===== src/rtl/mem_burst_ctrl.sv =====
// -----------------------------------------------------------------------------
// mem_burst_ctrl
//
// Burst controller that turns one {write, addr, len} command into a run of
// single-byte accesses on a simple synchronous memory port.
//   * Write bursts consume one byte per wr_valid&&wr_ready. They may stall.
//   * Read bursts issue one address per cycle without stalls. Returned data
//     is flagged with rd_valid a fixed LAT cycles later.
//
// Parameter
//   RD_MODE    0: direct-address memory, LAT = 1.
//              1: registered-address memory, LAT = 2. Reported on mem_mode.
//
// Build option
//   MEM_BURST_CTRL_WRAP_EN  defined  : bursts that run past address 31 wrap to 0.
//                           undefined: such commands are dropped in IDLE with a
//                                      one-cycle err pulse.
//
// Ports
//   clk, rst            clock; synchronous active-high reset
//   cmd_valid/ready     command handshake (ready only in IDLE)
//   cmd_write           1 = write burst, 0 = read burst
//   cmd_addr, cmd_len   start address, beats minus one
//   wr_valid/ready      write byte handshake (ready only while writing)
//   wr_data             write byte
//   rd_valid, rd_data   read return, no backpressure
//   busy, done, err     status: not idle / burst finished / command rejected
//   mem_we, mem_addr,
//   mem_din, mem_mode   memory request port
//   mem_q               memory read data
// -----------------------------------------------------------------------------
module mem_burst_ctrl #(
    parameter int RD_MODE = 0
) (
    input  logic       clk,
    input  logic       rst,
    input  logic       cmd_valid,
    output logic       cmd_ready,
    input  logic       cmd_write,
    input  logic [4:0] cmd_addr,
    input  logic [4:0] cmd_len,
    input  logic       wr_valid,
    output logic       wr_ready,
    input  logic [7:0] wr_data,
    output logic       rd_valid,
    output logic [7:0] rd_data,
    output logic       busy,
    output logic       done,
    output logic       err,
    output logic       mem_we,
    output logic [4:0] mem_addr,
    output logic [7:0] mem_din,
    output logic       mem_mode,
    input  logic [7:0] mem_q
);

    localparam int LAT = (RD_MODE != 0) ? 2 : 1;

    typedef enum logic [2:0] {
        S_IDLE,
        S_WR,
        S_RD,
        S_DRAIN,
        S_FIN
    } state_t;

    state_t         state_q;
    logic [4:0]     addr_q;
    logic [4:0]     cnt_q;
    logic [4:0]     last_addr_q;
    logic [LAT-1:0] pipe_q;
    logic [LAT-1:0] pipe_d;
    logic           err_q;
    logic           issue;
    logic           range_bad;

`ifdef MEM_BURST_CTRL_WRAP_EN
    // Address arithmetic simply rolls over; no command is ever refused.
    assign range_bad = 1'b0;
`else
    // A carry out of the 5-bit end address means the burst would cross 31.
    logic [5:0] end_addr;
    assign end_addr  = {1'b0, cmd_addr} + {1'b0, cmd_len};
    assign range_bad = end_addr[5];
`endif

    // Every RD cycle puts exactly one address on the memory port.
    assign issue = (state_q == S_RD);

    // Read-return tracker: one token per issued address, shifted once per
    // cycle; the token falls out of the top stage when mem_q holds its data.
    for (genvar gi = 0; gi < LAT; gi++) begin : g_pipe
        if (gi == 0) begin : g_head
            assign pipe_d[gi] = issue;
        end else begin : g_tail
            assign pipe_d[gi] = pipe_q[gi-1];
        end
    end

    always_ff @(posedge clk) begin
        if (rst) begin
            state_q     <= S_IDLE;
            addr_q      <= '0;
            cnt_q       <= '0;
            last_addr_q <= '0;
            pipe_q      <= '0;
            err_q       <= 1'b0;
        end else begin
            pipe_q <= pipe_d;
            err_q  <= 1'b0;

            // Remember what was last driven so mem_addr is stable when idle.
            if (state_q == S_WR || state_q == S_RD) begin
                last_addr_q <= addr_q;
            end

            unique case (state_q)
                S_IDLE: begin
                    if (cmd_valid) begin
                        if (range_bad) begin
                            // Command consumed without starting a burst.
                            err_q <= 1'b1;
                        end else begin
                            addr_q  <= cmd_addr;
                            cnt_q   <= cmd_len;
                            state_q <= cmd_write ? S_WR : S_RD;
                        end
                    end
                end
                S_WR: begin
                    if (wr_valid) begin
                        addr_q <= addr_q + 5'd1;
                        cnt_q  <= cnt_q - 5'd1;
                        if (cnt_q == 5'd0) begin
                            state_q <= S_FIN;
                        end
                    end
                end
                S_RD: begin
                    addr_q <= addr_q + 5'd1;
                    cnt_q  <= cnt_q - 5'd1;
                    if (cnt_q == 5'd0) begin
                        state_q <= S_DRAIN;
                    end
                end
                S_DRAIN: begin
                    // Leave once nothing is left in flight after this cycle,
                    // so FIN lands right after the final rd_valid.
                    if (pipe_d == '0) begin
                        state_q <= S_FIN;
                    end
                end
                S_FIN: begin
                    state_q <= S_IDLE;
                end
                default: begin
                    state_q <= S_IDLE;
                end
            endcase
        end
    end

    assign cmd_ready = (state_q == S_IDLE);
    assign wr_ready  = (state_q == S_WR);
    assign busy      = (state_q != S_IDLE);
    assign done      = (state_q == S_FIN);
    assign err       = err_q;

    assign rd_valid  = pipe_q[LAT-1];
    assign rd_data   = pipe_q[LAT-1] ? mem_q : 8'h00;

    assign mem_we    = (state_q == S_WR) && wr_valid;
    assign mem_addr  = (state_q == S_WR || state_q == S_RD) ? addr_q : last_addr_q;
    assign mem_din   = wr_data;
    assign mem_mode  = (RD_MODE != 0);

endmodule

===== config.mk =====
export PLATFORM = sky130hd
export DESIGN_NAME = mem_burst_ctrl
export DESIGN_NICKNAME = d
export VERILOG_FILES = /design/src/rtl/mem_burst_ctrl.sv
export SDC_FILE = /design/constraint.sdc
export NUM_CORES = 1
export LEC_CHECK = 0
export ABC_AREA = 0
export CORE_ASPECT_RATIO = 1.75
export CORE_MARGIN = 2
export CORE_UTILIZATION = 46
export CTS_BUF_LIST = sky130_fd_sc_hd__clkbuf_2
export DETAILED_ROUTE_END_ITERATION = 10
export PLACE_DENSITY = 0.88
export SLEW_MARGIN = 20
export SYNTH_ARGS = -nofsm -noshare
export SYNTH_HDL_FRONTEND = slang
export SYNTH_SLANG_ARGS = --single-unit
export TNS_END_PERCENT = 10

===== constraint.sdc =====
create_clock -name clk -period 3.08 [get_ports clk]
set_clock_uncertainty 0.1 [all_clocks]
set_input_delay 0.308 -clock clk [delete_from_list [all_inputs] [get_ports clk]]
set_output_delay 0.308 -clock clk [all_outputs]
set_load 0.01 [all_outputs]

* Yosys cells after proc, flatten, opt, wreduce, memory -nomap -nowiden
Cells that the tools add are included.
** Word-level totals
- Register bits after elaboration :: 20
- Input bits :: 31
- Output and inout bits :: 29
** Cells by class
- $add $sub $neg :: 3
- Equal/unequal tests :: 9
- Muxes and demuxes :: 18
- Bitwise operators :: 2
- Reduce and logical (&&, ||, !) cells :: 9
** Operator list (number)
- 5-bit 2-to-1 mux :: 7
- 5-bit case mux with 3 select lines :: 2
- 3-bit 2-to-1 mux :: 5
- 3-bit case mux with 4 select lines :: 1
- 8-bit 2-to-1 mux :: 1
- 5-bit by 5-bit adder with 6-bit output :: 1
- 3-bit by 2-bit == test with 1-bit output, second input constant :: 2
- 2-bit inequality test, second input constant :: 3
- 3-bit nonzero test :: 2
- 5-bit by 1-bit adder with 5-bit output, second input constant :: 1
- 5-bit zero test :: 1
- 5-bit AND reduction :: 1
- 5-bit by 1-bit subtractor with 5-bit output, second input constant :: 1
- 2-bit by 1-bit inequality test with 1-bit output, second input constant :: 2
- 4-bit AND reduction :: 1
- 3-bit by 1-bit == test with 1-bit output, second input constant :: 1
- 3-bit == test, second input constant :: 1
- 3-bit zero test :: 1
- 3-bit OR reduction :: 1
- 2-bit 2-to-1 mux :: 1
- 1-bit NOT :: 2
- 1-bit logical AND :: 1
- 1-bit logical OR :: 1
- 1-bit 2-to-1 mux :: 1

* Longest topological paths before layout
Gate-level depths: netlist (run 1).
- Depth after elaboration :: 4
- Mapped depth :: 7
- Depth with buffers taken out :: 6

* Least setup slack after synthesis (run 1)
OpenSTA, ideal clock, no wires.
- Path kind :: in2reg
- From :: input port cmd_addr[4]
- To :: register cnt_q[4]
- Library setup time :: 0.132 ns
- Data arrival time :: 1.585 ns
- Data required time :: 2.848 ns
- Path slack :: 1.263 ns
- Stages :: 7
- Path buffers :: 1
- Cells stage by stage :: ha_1 > a21o_1 > nor4b_4 > o21ai_2 > buf_6 > a21oi_1 > o32ai_1
** Between the ends
- Longest elaborated chain between the ends :: 3
** RTL lines
- from (decl) :: RTL line 40 : input logic [4:0] cmd_addr,
- 5-bit by 5-bit adder with 6-bit output :: RTL line 83 : assign end_addr = {1'b0, cmd_addr} + {1'b0, cmd_len};
- 2-bit inequality test (no source line)
- 4-bit AND reduction (no source line)
- to (signal assigned) :: RTL line 125 : cnt_q <= cmd_len;
- to (signal assigned) :: RTL line 133 : cnt_q <= cnt_q - 5'd1;
- to (signal assigned) :: RTL line 141 : cnt_q <= cnt_q - 5'd1;
- to (decl) :: RTL line 69 : logic [4:0] cnt_q;
No other way between the ends.
A chain may end at the register's enable or synchronous reset.

* Final worst setup path (run 1)
- From :: register state_q[1]
- To :: output port mem_addr[0]
** Between the ends
- Longest elaborated chain between the ends :: 3
- Elaborated cells on any way between the ends :: 4
- Those cells by class :: 2 x eq/ne; 1 x mux; 1 x reduce/logical
** RTL lines
- from (decl) :: RTL line 67 : state_t state_q;
- from (signal assigned) :: RTL line 126 : state_q <= cmd_write ? S_WR : S_RD;
- 3-bit by 1-bit == test with 1-bit output or 3-bit by 2-bit == test with 1-bit output (tied branches) :: RTL line 173 : assign mem_addr = (state_q == S_WR || state_q == S_RD) ? addr_q : last_addr_q;
- 1-bit logical OR * :: RTL line 173
- 5-bit 2-to-1 mux *
- to (decl) :: RTL line 51 : output logic [4:0] mem_addr,
Mark *: on every way between the ends. The rest lies on a longest branch, timed or not.

==> results.yml, run 1 <==
status:
  outcome: "complete, no violations"
logic_synthesis:
  ys_seq_area_frac: 0.3068
  async_flop_share: 0
  synth-compound-area-share: 0.2186
  synth-main-ff-cell: "dfxtp_1"
  synth_area_um2: 1305
  ys_ff_latch: 20
  synth.area.mux_share: 0.01630
  yosys.area_share.adder: 0.06711
  synth_edf_count: 0
  synth-xor-area-share: 0.006711
  ys_warn_count: 0
  netlist_instances: 163
  ys_types: 39
  synth_top_family_by_area: "simple AND/OR/NAND/NOR gates"
  syn-num-nets: 201
  synthSimpleGateAreaFrac: 0.2809
  synth_area_per_cell_um2: 8.006
route:
  dr.pass1.iters: 4
  route.detailed.wl_per_inst_um: 14.21
  drc: 0
  totalWireLength_mm: 3.113
  ant_nets: 0
  vias: 1244
  drt-initial-drc-count: 42
  drt-vias-per-instance: 5.680
timing:
  setup_slack_ps: 271.5
  tightest_slew_ps: 838.5
  post-route-period-util: 0.9118
  final-setup-viol-count: 0
  period_minus_slack_ps: 2808
  drv_slew: 0
  hold_viol: 0
  slew_headroom: 0.4393
  rsz0062_at_grt: "no"
  finalSetupTns_ps: 0
  fmax_mhz: 356.1
grt:
  grt_pass1_wl_mm: 5.285
  grt_pass1_vias: 1288
  antenna_found_initial: 0
  grt_max_degree: 26
  grt_use_total: 0.2085
  grt-ovfl-total: 0
finish:
  n_fill_cell: 239
  multi_input_area_um2: 773.2
  final_cell_area_um2: 1673
  finalNetCount: 232
  register_area_um2: 400.4
  antenna_cells: 0
  drive_gt1_frac: 0.04688
  syn_to_final_growth_pct: 28.19
clocking:
  postCtsSetupBuffers: 0
  cts-resized-gates: 0
  insertion_delay_ps: 320
  postCtsHoldBufs: 0
  cts_max_path_buffers: 2
  cts.reportedPaths.clkPinSlew_ps: 190
  cts_buffers: 3
  cts_tree: "yes"
  root_buffer: "clkbuf_2"
  cts_sinks: 20
  htree_levels: 1
die:
  die_area_um2: 3296
  start_util: 0.4851
  die-width_um: 44.27
  io_pins: 60
  core.rowCount: 25
  die_h_um: 74.46
  coreArea_um2: 2690
placement:
  place_area_um2: 1658
  gp_congestion: 0.8361
  portBuffers: 42
  dp_worst_setup_slack_ps: 518.9
  hpwl_mm: 2.428
critical_path:
  slowest_stage: "clkdlybuf4s50_1"
  crit_path_max_incr_delay_ps: 590
  worstSetupStartpoint: "state_q[1]"
  critPathTopFamily: "buffers and inverters"
  startpoint_type: "flip-flop"
  path_cells: "xor2_1, nand2b_1, o21ai_0, clkdlybuf4s50_1"
  crit_arrival_ps: 2400
  worstPathRequired_ps: 2670
  cp_max_fo: 16
  cp-end-kind: "output port"
  path_class: "flip-flop to output port"
  r2r_start: "state_q[1]"
  crit_buf_inv: 1
pwr:
  p_per_area_nw_per_um2: 860.6
  power_w: 0.001440
  irDropWorstVdd_v: 0.0004635
  p_leak_nw: 0.6723
worst_hold_path:
  hp-class: "flip-flop to flip-flop"
  holdCritStartpoint: "last_addr_q[4]"
run:
  cap_viol_max_count: 0
[registers in the layout, indices dropped and copies added (netlist names)]
signal       flops
addr_q           5
state_q          3
rd_valid         1
last_addr_q      5
cnt_q            5
err              1
[worst min-delay path, cell delays in order (launching register included)]
cell	delay, ps
dfxtp_1	340
nand2_1	60
a21oi_1	60
[through the flow]
step	instances	util	hold slack [ps]
floorplan	163	-	310.7
global placement	216	0.6163	352.2
detailed placement	216	0.6163	361.2
CTS	219	0.6219	381.9
global route	219	0.6219	410.3
finish	219	0.6219	382.4
[layer usage]
layer,global-route usage,part of all wire
met1,0.2143,0.37
met2,0.3987,0.56
met3,0.02184,0.050
met4,0.1044,0.024
met5,0,0
[final timing paths]
path	end	slack, ps	depth (start not counted)
setup reg to reg	addr_q[3]	960	6
hold reg to reg	last_addr_q[4]	380	2
setup / recovery	mem_addr[0]	270	4
hold / removal	last_addr_q[4]	380	2
[power breakdown]
part / total, W / internal [W] / switching (W)
clock: 0.000108 / 0.0000266 / 0.0000818
sequential: 0.000429 / 0.000345 / 0.0000843
combinational: 0.000902 / 0.000416 / 0.000486
total: 0.00144 / 0.000787 / 0.000652
[cell families (layout without fill, tap and decap cells)]
logic type               count (synthesis)  after routing
AND/OR/NAND/NOR                         66             66
AO/OA/AOI/OAI                           43             43
buffers and inverters                   23             52
flip-flops                              20             20
adder cells (fa/ha/maj)                  7              7
multiplexers                             2              2
other                                    1              1
XOR/XNOR                                 1              1
[area by class of cell]
cell class	instances	area share
clock buffers	3	0.008975
inverters	6	0.01346
multi-input cells	120	0.4622
flip-flops and latches	20	0.2393
well taps	27	0.02019
repair buffers	43	0.2558
[layout by cell type (no fill, tap or decap), drive strengths merged]
master / synthesis / routed
clkdlybuf4s50: 0 / 42
o31a: 1 / 1
and2: 11 / 11
dfxtp: 20 / 20
nor2b: 1 / 1
nand3: 2 / 2
conb: 1 / 1
a2111o: 1 / 1
ha: 7 / 7
o21ai: 8 / 8
and2b: 1 / 1
nor3b: 1 / 1
buf: 13 / 1
nand3b: 2 / 2
o21bai: 1 / 1
nand2: 18 / 18
a21o: 4 / 4
a21oi: 18 / 18
clkbuf: 4 / 3
o221ai: 1 / 1
mux2: 1 / 1
mux2i: 1 / 1
nand4: 1 / 1
nand2b: 6 / 6
o32ai: 7 / 7
or2b: 1 / 1
a21boi: 1 / 1
nor2: 11 / 11
or3: 2 / 2
inv: 6 / 6
nor3: 6 / 6
a211o: 1 / 1
xor2: 1 / 1
nor4b: 3 / 3
[cell usage after synthesis, drive strengths merged (2+ instances only)]
cell,number,share of area
a21o,4,0.023
a21oi,18,0.069
and2,11,0.053
buf,13,0.072
clkbuf,4,0.012
dfxtp,20,0.31
ha,7,0.067
inv,6,0.017
nand2,18,0.052
nand2b,6,0.035
nand3,2,0.0077
nand3b,2,0.012
nor2,11,0.032
nor3,6,0.023
nor4b,3,0.032
o21ai,8,0.034
o32ai,7,0.053
or3,2,0.0096
Power figures use the tool's default switching activity.
==> inputs of run 2 (changes only) <==
- CELL_PAD_IN_SITES_DETAIL_PLACEMENT: not set -> 2
- CELL_PAD_IN_SITES_GLOBAL_PLACEMENT: not set -> 2
- CORE_UTILIZATION: 46 -> 24
- GPL_ROUTABILITY_DRIVEN: not set -> 1
- PLACE_DENSITY: 0.88 -> not set
- PLACE_DENSITY_LB_ADDON: not set -> 0.1
==> results.yml, run 2 (synthesis results as in run 1) <==
finish:
  layout_commonest_cell: "clkdlybuf4s50_1"
  utilization: 0.3336
  reg.largest.list: "addr_q: 5 flops, cnt_q: 5 flops, last_addr_q: 5 flops"
  drive_gt1_frac: 0.06154
  antenna_cells: 0
  finalNetCount: 234
  syn_to_final_growth_pct: 34.32
  layout_common_cells: "clkdlybuf4s50_1 (42), dfxtp_1 (20), nand2_1 (18), a21oi_1 (18)"
clocking:
  cts.reportedPaths.clkPinSlew_ps: 240
  cts_buffers: 3
  postCtsSetupBuffers: 0
  root_buffer: "clkbuf_2"
  cts_max_path_buffers: 2
  cts_tree: "yes"
  insertion_delay_ps: 350
  htree_levels: 1
  cts-resized-gates: 0
  postCtsHoldBufs: 0
  cts_sinks: 20
run:
  cap_viol_max_count: 0
grt:
  grt_pass1_vias: 1520
  grt_max_degree: 18
  grt_pass1_wl_mm: 6.934
  grt_use_total: 0.1513
  antenna_found_initial: 0
  grt-ovfl-total: 0
route:
  dr.pass1.iters: 3
  drt-vias-per-instance: 5.252
  drt-initial-drc-count: 13
  vias: 1313
  ant_nets: 0
  totalWireLength_mm: 4.288
  drc: 0
  route.detailed.wl_per_inst_um: 17.15
critical_path:
  path_cells: "xor2_1, and2b_1, nand2_1, nand2_1, clkdlybuf4s50_1"
  worstPathRequired_ps: 2670
  crit_arrival_ps: 2410
  path_common_cell: "nand2_1"
  crit_buf_inv: 1
  crit_path_max_incr_delay_ps: 580
  path_class: "flip-flop to output port"
  rrSetupSlack_ps: 1010
  startpoint_type: "flip-flop"
  slowest_stage: "dfxtp_1"
  critPathTopFamily: "simple AND/OR/NAND/NOR gates"
  cp_max_fo: 14
  cp-end-kind: "output port"
die:
  io_pins: 60
  die-width_um: 59.74
  die_h_um: 101.5
  die_area_um2: 6066
  core.rowCount: 35
  start_util: 0.2483
  coreArea_um2: 5255
placement:
  gp_congestion: 0.8392
  portBuffers: 42
  dp_worst_setup_slack_ps: 477.4
  hpwl_mm: 3.511
timing:
  setup_slack_ps: 266.5
  slew_headroom: 0.5614
  final-setup-viol-count: 0
  tightest_slew_ps: 655.9
  period_minus_slack_ps: 2814
  rsz0062_at_grt: "no"
  fmax_mhz: 355.4
  post-route-period-util: 0.9135
  hold_viol: 0
  finalSetupTns_ps: 0
  drv_slew: 0
worst_hold_path:
  hp-class: "flip-flop to flip-flop"
pwr:
  p_per_area_nw_per_um2: 916.0
  irDropWorstVdd_v: 0.0003012
  p_leak_nw: 0.6960
  power_w: 0.001606
status:
  outcome: "complete, no violations"
run 2: cell count changes in the layout (fill, tap and decap cells not counted), sizes merged:
cell | before | now
buf | 1 | 3
bufinv | 0 | 1
run 2: final cells by class:
type                    instances  area [um2]
fillers                       633        3502
multi-input cells             120       773.2
repair buffers                 45       442.9
flip-flops and latches         20       400.4
well taps                      55       68.82
clock inverters                 1       30.03
inverters                       6       22.52
clock buffers                   3       15.01
run 2: report_power, final:
part           switching, W  internal [W]  leakage [nW]
clock network      0.000101      0.000112        0.0266
registers         0.0000939      0.000345         0.164
logic              0.000524      0.000430         0.506
total              0.000719      0.000887         0.696
run 2: metal layers:
metal / vias to the layer above / GRT usage / wire, um
met5: - / 0 / 0
li1: 625 / - / -
met3: 10 / 0.02682 / 195
met4: 0 / 0.07521 / 160
met2: 50 / 0.2993 / 2467
met1: 628 / 0.1375 / 1465
run 2: tightest hold or removal path, cell delays in order, from the launching register on:
cell	delay, ps
dfxtp_1	360
nand2_1	70
a21oi_1	60
run 2: through the flow:
stage / hold slack (ps) / instances / cell area [um2]
after floorplan: 310.7 / 163 / 1305
after global placement: 350.5 / 246 / 1708
after CTS: 388.0 / 250 / 1753
after global routing: 378.7 / 250 / 1753
after detailed placement: 371.8 / 246 / 1708
final: 391.7 / 250 / 1753
run 2: path summary, 6_finish.rpt:
path,from,end,depth (start not counted)
setup / recovery,state_q[1],mem_addr[1],5
setup reg to reg,state_q[1],addr_q[1],6
hold / removal,last_addr_q[1],last_addr_q[1],2
hold reg to reg,last_addr_q[1],last_addr_q[1],2
